--- src/rtl/mem_arbiter.sv ---
// Shares one single-port SRAM between instruction fetch and data memory.
// Data is served before fetch; the pipeline is frozen via sram_stall until DONE.
module mem_arbiter #(
  parameter int ADDR_W   = 18,
  parameter int SRAM_LAT = 2
) (
  input  logic              i_clk,
  input  logic              i_rst_n,
  input  logic              inst_req,
  input  logic [31:0]       inst_addr,
  output logic [31:0]       inst_rdata,
  input  logic              dmem_req,
  input  logic              dmem_wren,
  input  logic [31:0]       dmem_addr,
  input  logic [31:0]       dmem_wdata,
  input  logic [3:0]        dmem_bmask,
  output logic [31:0]       dmem_rdata,
  output logic              sram_stall,
  output logic              sram_ce,
  output logic              sram_we,
  output logic [ADDR_W-1:0] sram_addr,
  output logic [31:0]       sram_wdata,
  output logic [3:0]        sram_bmask,
  input  logic [31:0]       sram_rdata,
  output logic [1:0]        o_dbg_state
);

  typedef enum logic [1:0] {IDLE = 2'd0, DACC = 2'd1, IACC = 2'd2, DONE = 2'd3} state_t;

  localparam logic [3:0] LAST = 4'(SRAM_LAT - 1);

  state_t      r_state;
  state_t      w_next;
  logic [3:0]  r_cnt;
  logic [3:0]  w_cnt_next;
  logic        w_last;
  logic [31:0] r_inst_rdata;
  logic [31:0] r_dmem_rdata;

  assign w_last      = (r_cnt == LAST);
  assign inst_rdata  = r_inst_rdata;
  assign dmem_rdata  = r_dmem_rdata;
  assign o_dbg_state = r_state;

  always_ff @(posedge i_clk or negedge i_rst_n) begin
    if (!i_rst_n) begin
      r_state      <= IDLE;
      r_cnt        <= 4'd0;
      r_inst_rdata <= 32'd0;
      r_dmem_rdata <= 32'd0;
    end else begin
      r_state <= w_next;
      r_cnt   <= w_cnt_next;
      // SRAM read data is only valid in the final cycle of an access.
      if (r_state == DACC && w_last && !dmem_wren) r_dmem_rdata <= sram_rdata;
      if (r_state == IACC && w_last)               r_inst_rdata <= sram_rdata;
    end
  end

  always_comb begin
    w_next     = r_state;
    w_cnt_next = r_cnt;
    case (r_state)
      IDLE: begin
        w_cnt_next = 4'd0;
        if (dmem_req)      w_next = DACC;
        else if (inst_req) w_next = IACC;
      end
      DACC: begin
        if (w_last) begin
          w_cnt_next = 4'd0;
          w_next     = inst_req ? IACC : DONE;
        end else begin
          w_cnt_next = r_cnt + 4'd1;
        end
      end
      IACC: begin
        if (w_last) begin
          w_cnt_next = 4'd0;
          w_next     = DONE;
        end else begin
          w_cnt_next = r_cnt + 4'd1;
        end
      end
      default: begin
        w_cnt_next = 4'd0;
        w_next     = IDLE;
      end
    endcase
  end

  always_comb begin
    sram_ce    = 1'b0;
    sram_we    = 1'b0;
    sram_addr  = '0;
    sram_wdata = 32'd0;
    sram_bmask = 4'd0;
    sram_stall = 1'b0;
    case (r_state)
      IDLE: sram_stall = inst_req | dmem_req;
      DACC: begin
        sram_stall = 1'b1;
        sram_ce    = 1'b1;
        sram_we    = dmem_wren;
        sram_addr  = dmem_addr[ADDR_W+1:2];
        sram_wdata = dmem_wdata;
        sram_bmask = dmem_wren ? dmem_bmask : 4'hF;
      end
      IACC: begin
        sram_stall = 1'b1;
        sram_ce    = 1'b1;
        sram_addr  = inst_addr[ADDR_W+1:2];
        sram_bmask = 4'hF;
      end
      default: ;
    endcase
  end

endmodule

--- config.mk ---
export PLATFORM = sky130hd
export DESIGN_NAME = mem_arbiter
export DESIGN_NICKNAME = d
export VERILOG_FILES = /design/src/rtl/mem_arbiter.sv
export SDC_FILE = /design/constraint.sdc
export NUM_CORES = 1
export LEC_CHECK = 0
export CAP_MARGIN = 20
export CORE_MARGIN = 1
export CORE_UTILIZATION = 35
export CTS_BUF_LIST = sky130_fd_sc_hd__clkbuf_8
export CTS_CLUSTER_SIZE = 16
export DETAILED_ROUTE_END_ITERATION = 10
export PLACE_DENSITY = 0.91
export SYNTH_ARGS = -nofsm -noshare
export SYNTH_HDL_FRONTEND = slang
export SYNTH_SLANG_ARGS = --single-unit
--- constraint.sdc ---
create_clock -name i_clk -period 2.3 [get_ports i_clk]
set_clock_uncertainty 0.2 [all_clocks]
set_input_delay 0.575 -clock i_clk [delete_from_list [all_inputs] [get_ports i_clk]]
set_output_delay 0.575 -clock i_clk [all_outputs]
set_load 0.01 [all_outputs]
### After elaboration in Yosys (flattened, before gate mapping)

Index checks and enable logic that the tools add are counted.

* memories: 0
* RAM bits: 0
* latch bits: 0
* bits in registers: 70
* memory bits (read-only): 0
* logic and storage cells: 34

* shifts and indexed selects: 0
* $mul: 0
* muxes and demuxes: 15
* eq/ne operators: 6
* divide/modulo/power cells: 0
* $lt $le $gt $ge: 0
* reduce and logical (&&, ||, !) cells: 7
* $add $sub $neg: 1
* bitwise logic cells: 1

Operators with widths (count)
* $pmux W18 S2: 1
* $mux W32: 1
* $mux W4: 3
* $mux W2: 4
* $pmux W4 S2: 1
* $pmux W2 S3: 1
* $add A4 B1 Y4 const B: 1
* $eq A4 B1 Y1 const B: 1
* $ne A2 B2 Y1 const B: 2
* $logic_and A1 B1 Y1: 3
* $mux W1: 3
* $ne A3 B3 Y1 const B: 1
* $reduce_and A3 Y1: 1
* $eq A2 B1 Y1 const B: 1
* $eq A2 B2 Y1 const B: 1
* $logic_not A2 Y1: 1
* $pmux W1 S2: 1
* $reduce_or A2 Y1: 1
* $logic_not A1 Y1: 1
* $or A1 B1 Y1: 1

### Depth between registers and ports, before layout

Gate-level depths: netlist of the first run.

* depth after elaboration: 3
* mapped depth: 7
* gate-level depth less buffers: 5

### Least setup slack after synthesis of the first run

No wires, ideal clock.

* kind: reg-to-output
* from: reg r_state[0] (netlist: o_dbg_state[0])
* to: out sram_addr[1]
* buffers on the path: 2
* slack: 29 ps
* cell stages (with the launch flop): 7
* arrival time: 1496 ps
* cells stage by stage: dfrtp_1 -> inv_1 -> ha_1 -> clkbuf_1 -> buf_2 -> a22oi_1 -> nor2_1

* longest elaborated chain between the ends: 2
* elaborated cells between the ends (all ways): 3
* those cells by class: 2 x eq/ne; 1 x mux

RTL lines
* from (decl): line 32 `state_t r_state;`
* from (signal assigned): line 52 `r_state <= w_next;`
* $eq A2 B2 Y1 or $eq A2 B1 Y1 (tied branches): line 99 `case (r_state)`
* $pmux W18 S2 (*): line 99
* to (decl): line 21 `output logic [ADDR_W-1:0] sram_addr,`

Every way passes the cells marked *; elsewhere a longest branch is shown, timed or not.

### Worst setup path in the final report of the first run

* from: reg r_state[1] (netlist: o_dbg_state[1])
* to: out sram_addr[7]

Same word-level chain as after synthesis.

==> impl_metrics.prom, run 1 <==
# TYPE chip_impl_metric gauge
chip_impl_info{name="crit_chain",value="buf_6 -> ha_4 -> buf_12 -> a22oi_2 -> nor2_4 -> buf_6"} 1
chip_impl_info{name="capturing_element_of_the_worst_setup_path",value="sram_addr[7]"} 1
chip_impl_info{name="cp-startpoint",value="o_dbg_state[1]$_DFFE_PN0P_"} 1
chip_impl_metric{name="synth.yosys.seq_area_share",unit="%"} 52.0
chip_impl_metric{name="synthesis.area_per_instance",unit="um^2"} 12.3
chip_impl_metric{name="design.final.nets",unit=""} 669
chip_impl_metric{name="drive_gt1_share",unit="%"} 39.7
chip_impl_metric{name="netlist-cell-type-count",unit=""} 27
chip_impl_metric{name="worst-endpoint-arrival",unit="ns"} 1.61
chip_impl_info{name="slowest_stage",value="sky130_fd_sc_hd__dfrtp_1"} 1
chip_impl_metric{name="detailedRoute.firstIterationViolations",unit=""} 74
chip_impl_info{name="worstReg2RegStart",value="r_cnt[1]$_DFF_PN0_"} 1
chip_impl_metric{name="postCtsHoldBufs",unit=""} 0
chip_impl_metric{name="setup_viol_count_final",unit=""} 20
chip_impl_metric{name="route.antenna.remaining_nets",unit=""} 0
chip_impl_metric{name="worst_path_largest_cell_delay",unit="ns"} 0.40
chip_impl_info{name="synth.area.top_cells",value="sky130_fd_sc_hd__dfrtp_1 52%, sky130_fd_sc_hd__mux2_2 20%, sky130_fd_sc_hd__and2_1 6.3%"} 1
chip_impl_metric{name="worstMarginPinSlew",unit="ns"} 0.560
chip_impl_metric{name="critPathRequiredTime",unit="ns"} 1.52
chip_impl_metric{name="cts.path.max_buffers",unit=""} 2
chip_impl_metric{name="max-slew-margin-rel",unit="%"} 62.6
chip_impl_metric{name="initial_utilization",unit="%"} 36.3
chip_impl_info{name="critical_path.top_delay_family",value="buffers and inverters"} 1
chip_impl_metric{name="fp-row-count",unit=""} 35
chip_impl_metric{name="number_of_antenna_repair_diodes",unit=""} 0
chip_impl_metric{name="tritoncts.num_buffers",unit=""} 9
chip_impl_metric{name="die_x",unit="um"} 100
chip_impl_info{name="violated_checks",value="negative setup slack"} 1
chip_impl_metric{name="maximum_capacitance_violations",unit=""} 0
chip_impl_metric{name="syn_area",unit="um^2"} 3370
chip_impl_metric{name="cp_num_buf_inv",unit=""} 3
chip_impl_metric{name="critical_path.max_fanout",unit=""} 10
chip_impl_metric{name="layout_setup_ws",unit="ns"} -0.0863
chip_impl_metric{name="drc",unit=""} 0
chip_impl_metric{name="power.leakage",unit="uW"} 0.00278
chip_impl_info{name="critical_path.most_common_cell",value="sky130_fd_sc_hd__buf_6"} 1
chip_impl_info{name="status",value="finished with violations"} 1
chip_impl_metric{name="reg2reg_setup_slack",unit="ns"} 0.24
chip_impl_metric{name="dp.cells",unit=""} 634
chip_impl_metric{name="avgViaCountPerCell",unit=""} 4.80
chip_impl_metric{name="finish.instance_area",unit="um^2"} 6310
chip_impl_metric{name="detail_route.wl_per_cell",unit="um"} 17.5
chip_impl_metric{name="critical_path_depth_in_cells",unit=""} 6
chip_impl_metric{name="synth_top_area_share",unit="%"} 52.0
chip_impl_metric{name="detailed_place.area",unit="um^2"} 5940
chip_impl_metric{name="port_buffers",unit=""} 231
chip_impl_metric{name="initial_antenna_violation_count",unit=""} 0
chip_impl_metric{name="total_neg_setup_slack",unit="ns"} -0.896
chip_impl_info{name="global_route.peak_usage_layer",value="met2"} 1
chip_impl_info{name="final_cell_mix",value="170 x sky130_fd_sc_hd__clkdlybuf4s50_1, 70 x sky130_fd_sc_hd__dfrtp_1, 59 x sky130_fd_sc_hd__mux2_2"} 1
chip_impl_metric{name="ys_warn_count",unit=""} 0
chip_impl_info{name="mostFrequentLayoutCell",value="sky130_fd_sc_hd__clkdlybuf4s50_1"} 1
chip_impl_info{name="critical_path.startpoint_type",value="flop"} 1
chip_impl_metric{name="power-per-cell-area",unit="nW/um^2"} 1330
chip_impl_metric{name="synth_seq_cells",unit=""} 70
chip_impl_metric{name="post-route-min-period",unit="ns"} 2.39
chip_impl_metric{name="clkLatencyLatePin",unit="ns"} 0.33
chip_impl_metric{name="drt_pass1_iterations",unit=""} 4
chip_impl_metric{name="hold_violations_final",unit=""} 0
chip_impl_metric{name="maxClockFrequency",unit="GHz"} 0.419
chip_impl_metric{name="die_height",unit="um"} 100
chip_impl_metric{name="stdcell_count",unit=""} 656
chip_impl_info{name="root_buffer",value="sky130_fd_sc_hd__clkbuf_8"} 1
chip_impl_metric{name="synthCells",unit=""} 273
chip_impl_metric{name="n_fill_cell",unit=""} 700
chip_impl_metric{name="vias_after_detailed_routing",unit=""} 3149
chip_impl_metric{name="gr-total-overflow",unit=""} 0
chip_impl_metric{name="reg2regPathDepth",unit=""} 6
chip_impl_metric{name="slew_violations",unit=""} 0
chip_impl_metric{name="grt_use_met1",unit="%"} 23.7
chip_impl_metric{name="track_usage",unit="%"} 22.7
chip_impl_info{name="yosysTopAreaCell",value="sky130_fd_sc_hd__dfrtp_1"} 1
chip_impl_metric{name="global_route.usage.met2",unit="%"} 44.1
chip_impl_metric{name="routed_wl",unit="um"} 11500
chip_impl_metric{name="place_ws",unit="ns"} -0.399
chip_impl_info{name="critical_path.reg2reg.endpoint",value="inst_rdata[21]$_DFFE_PN0P_"} 1
chip_impl_metric{name="first_global_vias",unit=""} 3439
chip_impl_metric{name="grt_first_pass_wirelength",unit="um"} 17500
chip_impl_metric{name="pin_count",unit=""} 260
chip_impl_metric{name="place.gp.congestion",unit=""} 0.921
chip_impl_info{name="hold_path_class",value="input port to asynchronous set/reset pin"} 1
chip_impl_metric{name="report.power.total",unit="uW"} 8410
chip_impl_metric{name="ir_worst_vdd",unit="mV"} 0.931
chip_impl_metric{name="sinks_on_clock_net",unit=""} 70
chip_impl_info{name="grt_setup_unrepaired",value="true"} 1
chip_impl_metric{name="cts.clk_slew.worst_paths",unit="ns"} 0.08
chip_impl_metric{name="floorplan.die_area",unit="um^2"} 10000
chip_impl_info{name="clock_tree_from_tritoncts",value="done"} 1
chip_impl_metric{name="maximum_number_of_pins_on_one_net_before_global_route_repair",unit=""} 47
chip_impl_info{name="end_kind",value="output port"} 1
chip_impl_info{name="critPathKind",value="flop to output port"} 1
chip_impl_metric{name="synth.net_count",unit=""} 419
chip_impl_metric{name="hpwlAfterDp",unit="um"} 8160
chip_impl_metric{name="area_of_the_core",unit="um^2"} 9280
chip_impl_metric{name="layout-area-overhead-vs-synth",unit="%"} 87.4
chip_impl_metric{name="fin_crit_sh",unit="%"} 104
chip_impl_metric{name="use_met3",unit="%"} 5.85
chip_impl_metric{name="h-tree-depth",unit=""} 3
==> worst register-to-register path, delay by kind of cell, from the launching register on <==
| family | cells | cell delay (ns) |
|---|---|---|
| multiplexers | 1 | 0.40 |
| flip-flops | 1 | 0.40 |
| AND/OR/NAND/NOR | 2 | 0.50 |
| adder cells (fa/ha/maj) | 1 | 0.17 |
| buffers and inverters | 2 | 0.27 |
==> state kept, by name (all words and copies together), names as in the netlist <==
register     flops
dmem_rdata      32
inst_rdata      32
o_dbg_state      2
r_cnt            4
==> cells by family (layout without fill, tap and decap cells) <==
family / after synthesis / after routing / synth area share, %
AO/OA/AOI/OAI: 30 / 30 / 6.06
XOR/XNOR: 1 / 1 / 0.260
adder cells (fa/ha/maj): 9 / 9 / 3.34
buffers and inverters: 22 / 276 / 3.97
flip-flops: 70 / 70 / 52.0
multiplexers: 66 / 66 / 22.1
AND/OR/NAND/NOR: 75 / 75 / 12.3
==> cell type report <==
cell class	instances	area (um^2)	area share (%)
Clock buffer	9	124	1.96
Clock inverter	6	65.1	1.03
Inverter	5	26.3	0.416
Multi-Input combinational cell	181	1730	27.4
Sequential cell	70	1750	27.8
Tap cell	129	161	2.56
Timing Repair Buffer	256	2450	38.9
==> metrics by stage <==
stage | hold slack (ns) | util [%]
finish | 0.0189 | 68.0
global route | 0.0401 | 68.0
CTS | 0.0135 | 67.4
detailed placement | 0.283 | 64.0
global placement | 0.270 | 64.0
floorplan | 0.0794 | -
==> how the worst min path moves through the flow <==
| stage | startpoint | to | cells after the start | slack, ns |
|---|---|---|---|---|
| finish | i_rst_n | inst_rdata[16]$_DFFE_PN0P_ | 1 | 0.02 |
| detailed placement | inst_rdata[1]$_DFFE_PN0P_ | inst_rdata[1]$_DFFE_PN0P_ | 1 | 0.28 |
| global placement | inst_rdata[10]$_DFFE_PN0P_ | inst_rdata[10]$_DFFE_PN0P_ | 1 | 0.27 |
| global route | i_rst_n | inst_rdata[16]$_DFFE_PN0P_ | 1 | 0.04 |
| CTS | i_rst_n | dmem_rdata[8]$_DFFE_PN0P_ | 1 | 0.01 |
| floorplan | i_rst_n | dmem_rdata[0]$_DFFE_PN0P_ | 0 | 0.08 |
==> synth_stat cells <==
cell type	n
sky130_fd_sc_hd__dfrtp_1	70
sky130_fd_sc_hd__mux2_2	59
sky130_fd_sc_hd__and2_1	34
sky130_fd_sc_hd__nor2_1	27
sky130_fd_sc_hd__a22oi_1	18
sky130_fd_sc_hd__ha_1	9
sky130_fd_sc_hd__a21oi_1	8
sky130_fd_sc_hd__clkbuf_1	8
sky130_fd_sc_hd__mux2_1	7
sky130_fd_sc_hd__buf_6	6
sky130_fd_sc_hd__nand2b_1	6
sky130_fd_sc_hd__inv_1	4
sky130_fd_sc_hd__buf_2	2
sky130_fd_sc_hd__o21ai_0	2
sky130_fd_sc_hd__a32o_1	1
sky130_fd_sc_hd__buf_4	1
sky130_fd_sc_hd__inv_2	1
sky130_fd_sc_hd__nand2_1	1
sky130_fd_sc_hd__nand3_1	1
sky130_fd_sc_hd__nand3b_1	1
sky130_fd_sc_hd__nand3b_2	1
sky130_fd_sc_hd__nor2b_1	1
sky130_fd_sc_hd__nor3b_2	1
sky130_fd_sc_hd__o2bb2ai_1	1
sky130_fd_sc_hd__or2b_1	1
sky130_fd_sc_hd__or3b_2	1
sky130_fd_sc_hd__xor2_1	1
==> layer usage <==
metal	up-vias	wire length, um
met2	151	6330
met3	21	695
met1	1535	4200
met4	0	246
li1	1442	-
met5	-	0
==> power breakdown <==
| part | switching, uW | total [uW] | internal (uW) |
|---|---|---|---|
| logic | 2270 | 5340 | 3070 |
| clock network | 449 | 943 | 494 |
| registers | 311 | 2130 | 1820 |
| total | 3030 | 8410 | 5380 |
==> repair_timing <==
action                     in CTS  in global routing
setup endpoints to repair      57                 59
hold endpoints to repair        0                  0
resized for setup             290                 20
gates cloned                    4                  0
pin swaps                       5                 11
buffers inserted                4                  0
(Power assumes the default switching activity.)
==> inputs of run 2 (changes only) <==
CORE_UTILIZATION = 34   (was 35)
CTS_BUF_LIST = not set   (was sky130_fd_sc_hd__clkbuf_8)
PLACE_DENSITY = 0.89   (was 0.91)
==> run 2 against run 1 <==
  * Critical path type unchanged
  * Critical path depth is 2 higher
  * Sequential power is essentially flat
  * Sequential cell count unchanged
  * Critical endpoint is now sram_addr[8]
  * Combinational power up 11%
  * Register-to-register slack worse by 0.13 ns
  * Hold slack better by 0.031 ns
  * The run still ends with negative setup slack left
==> impl_metrics.prom, run 2 (same netlist as run 1, synthesis figures left out) <==
# TYPE chip_impl_metric gauge
chip_impl_metric{name="die_x",unit="um"} 102
chip_impl_info{name="root_buffer",value="sky130_fd_sc_hd__clkbuf_8"} 1
chip_impl_metric{name="maximum_capacitance_violations",unit=""} 0
chip_impl_metric{name="worstMarginPinSlew",unit="ns"} 0.365
chip_impl_info{name="worstReg2RegStart",value="o_dbg_state[0]$_DFFE_PN0P_"} 1
chip_impl_metric{name="initial_antenna_violation_count",unit=""} 2
chip_impl_metric{name="floorplan.die_area",unit="um^2"} 10300
chip_impl_metric{name="power-per-cell-area",unit="nW/um^2"} 1360
chip_impl_metric{name="route.antenna.remaining_nets",unit=""} 0
chip_impl_metric{name="vias_after_detailed_routing",unit=""} 3224
chip_impl_metric{name="maximum_number_of_pins_on_one_net_before_global_route_repair",unit=""} 71
chip_impl_metric{name="worst-endpoint-arrival",unit="ns"} 1.68
chip_impl_info{name="critPathKind",value="flop to output port"} 1
chip_impl_info{name="cp-startpoint",value="o_dbg_state[0]$_DFFE_PN0P_"} 1
chip_impl_info{name="grt_setup_unrepaired",value="true"} 1
chip_impl_metric{name="slew_violations",unit=""} 0
chip_impl_info{name="end_kind",value="output port"} 1
chip_impl_metric{name="layout-area-overhead-vs-synth",unit="%"} 97.4
chip_impl_info{name="crit_chain",value="buf_6 -> inv_8 -> ha_4 -> buf_12 -> buf_4 -> a22oi_2 -> nor2_1 -> buf_2"} 1
chip_impl_metric{name="detailedRoute.firstIterationViolations",unit=""} 87
chip_impl_info{name="final_cell_mix",value="170 x sky130_fd_sc_hd__clkdlybuf4s50_1, 70 x sky130_fd_sc_hd__dfrtp_1, 59 x sky130_fd_sc_hd__mux2_2"} 1
chip_impl_metric{name="critPathRequiredTime",unit="ns"} 1.52
chip_impl_metric{name="power.leakage",unit="uW"} 0.00291
chip_impl_metric{name="max-slew-margin-rel",unit="%"} 75.7
chip_impl_metric{name="final_util",unit="%"} 70.6
chip_impl_metric{name="pin_count",unit=""} 260
chip_impl_metric{name="die_height",unit="um"} 102
chip_impl_metric{name="first_global_vias",unit=""} 3401
chip_impl_metric{name="grt_first_pass_wirelength",unit="um"} 17500
chip_impl_metric{name="cts.path.max_buffers",unit=""} 2
chip_impl_metric{name="final.hold.worst_slack",unit="ns"} 0.0499
chip_impl_info{name="status",value="finished with violations"} 1
chip_impl_metric{name="sinks_on_clock_net",unit=""} 70
chip_impl_metric{name="design.final.nets",unit=""} 685
chip_impl_metric{name="post-route-min-period",unit="ns"} 2.46
chip_impl_metric{name="drt_pass1_iterations",unit=""} 4
chip_impl_metric{name="track_usage",unit="%"} 22.4
chip_impl_metric{name="finish.instance_area",unit="um^2"} 6650
chip_impl_metric{name="n_fill_cell",unit=""} 666
chip_impl_metric{name="hold_violations_final",unit=""} 0
chip_impl_info{name="clock_tree_from_tritoncts",value="done"} 1
chip_impl_metric{name="maxClockFrequency",unit="GHz"} 0.407
chip_impl_metric{name="fin_crit_sh",unit="%"} 107
chip_impl_metric{name="cts.clk_slew.worst_paths",unit="ns"} 0.09
chip_impl_info{name="critical_path.startpoint_type",value="flop"} 1
chip_impl_metric{name="ir_worst_vdd",unit="mV"} 0.873
chip_impl_metric{name="routed_wl",unit="um"} 12400
chip_impl_metric{name="gr-total-overflow",unit=""} 0
chip_impl_metric{name="drive_gt1_share",unit="%"} 43.8
chip_impl_metric{name="report.power.total",unit="uW"} 9060
chip_impl_metric{name="postCtsHoldBufs",unit=""} 0
chip_impl_metric{name="initial_utilization",unit="%"} 35.8
chip_impl_info{name="hold_path_class",value="input port to asynchronous set/reset pin"} 1
chip_impl_metric{name="clkLatencyLatePin",unit="ns"} 0.32
chip_impl_metric{name="detail_route.wl_per_cell",unit="um"} 18.3
chip_impl_metric{name="port_buffers",unit=""} 231
chip_impl_metric{name="area_of_the_core",unit="um^2"} 9420
chip_impl_metric{name="h-tree-depth",unit=""} 3
chip_impl_metric{name="worst_path_largest_cell_delay",unit="ns"} 0.39
chip_impl_metric{name="tritoncts.num_buffers",unit=""} 9
chip_impl_metric{name="hpwlAfterDp",unit="um"} 8300
chip_impl_metric{name="critical_path.max_fanout",unit=""} 5
chip_impl_info{name="mostFrequentLayoutCell",value="sky130_fd_sc_hd__clkdlybuf4s50_1"} 1
chip_impl_info{name="violated_checks",value="negative setup slack"} 1
chip_impl_metric{name="avgViaCountPerCell",unit=""} 4.78
chip_impl_metric{name="detailed_place.area",unit="um^2"} 5960
chip_impl_metric{name="place.gp.congestion",unit=""} 0.926
chip_impl_info{name="slowest_stage",value="sky130_fd_sc_hd__dfrtp_1"} 1
chip_impl_metric{name="layout_setup_ws",unit="ns"} -0.156
chip_impl_metric{name="drc",unit=""} 0
chip_impl_metric{name="fp-row-count",unit=""} 35
chip_impl_metric{name="setup_viol_count_final",unit=""} 53
run 2: cell count changes in the layout (fill, tap and decap cells not counted), moves of 3 or more:
cell	before	now
sky130_fd_sc_hd__clkinvlp_4	0	3
sky130_fd_sc_hd__buf_4	10	17
sky130_fd_sc_hd__buf_6	13	29
sky130_fd_sc_hd__clkbuf_16	0	4
sky130_fd_sc_hd__and2_4	8	20
sky130_fd_sc_hd__buf_2	48	36
sky130_fd_sc_hd__and2_1	26	14
run 2: per-layer routing:
layer / global-route usage [%] / up-vias / share of wire [%]
li1: - / 1474 / -
met1: 25.2 / 1580 / 38
met2: 41.6 / 152 / 53
met3: 4.83 / 18 / 6.7
met4: 7.36 / 0 / 2.4
met5: 0 / - / 0
run 2: cell type report:
type	instances	area, um^2	share of cell area [%]
repair buffers	272	2760	41.6
diodes	2	5.00	0.0753
well taps	129	161	2.43
clock buffers	10	128	1.92
clock inverters	6	70.1	1.05
inverters	5	33.8	0.508
flip-flops and latches	70	1750	26.4
multi-input cells	181	1730	26.1
run 2: final timing paths:
kind	to	slack [ns]	cells after the start
hold / removal	dmem_rdata[15]$_DFFE_PN0P_	0.05	2
setup / recovery	sram_addr[8]	-0.16	8
setup reg to reg	inst_rdata[14]$_DFFE_PN0P_	0.11	8
hold reg to reg	inst_rdata[31]$_DFFE_PN0P_	0.30	1
min in group i_clk	inst_rdata[31]$_DFFE_PN0P_	0.30	1
max in group asynchronous	r_cnt[2]$_DFF_PN0_	1.55	2
run 2: repair_timing:
item / 4_1_cts / 5_1_grt
gates resized for setup: 267 / 73
setup buffers: 6 / 5
setup endpoints to repair: 57 / 54
pin swaps: 1 / 14
gates cloned: 6 / 5
run 2: power by group:
part | switching [uW] | total, uW | internal (uW)
sequential | 307 | 2130 | 1820
clock | 477 | 984 | 507
combinational | 2430 | 5950 | 3520
total | 3210 | 9060 | 5840
run 2: metrics by stage:
stage               TNS (ns)  std cells  setup slack (ns)
floorplan                  0        273            0.0294
global placement      -11.16        636            -0.397
global route           -7.31        675            -0.224
finish                 -4.42        675            -0.156
CTS                    -5.32        664            -0.165
detailed placement    -11.58        636            -0.419
run 2: worst max-delay path, delay by kind of cell (launching register included):
| family | cells | cell delay [ns] |
|---|---|---|
| adders and majority gates | 1 | 0.19 |
| AOI/OAI and AO/OA | 1 | 0.14 |
| and+or+nand+nor | 1 | 0.05 |
| DFF | 1 | 0.39 |
| buffers and inverters | 5 | 0.58 |
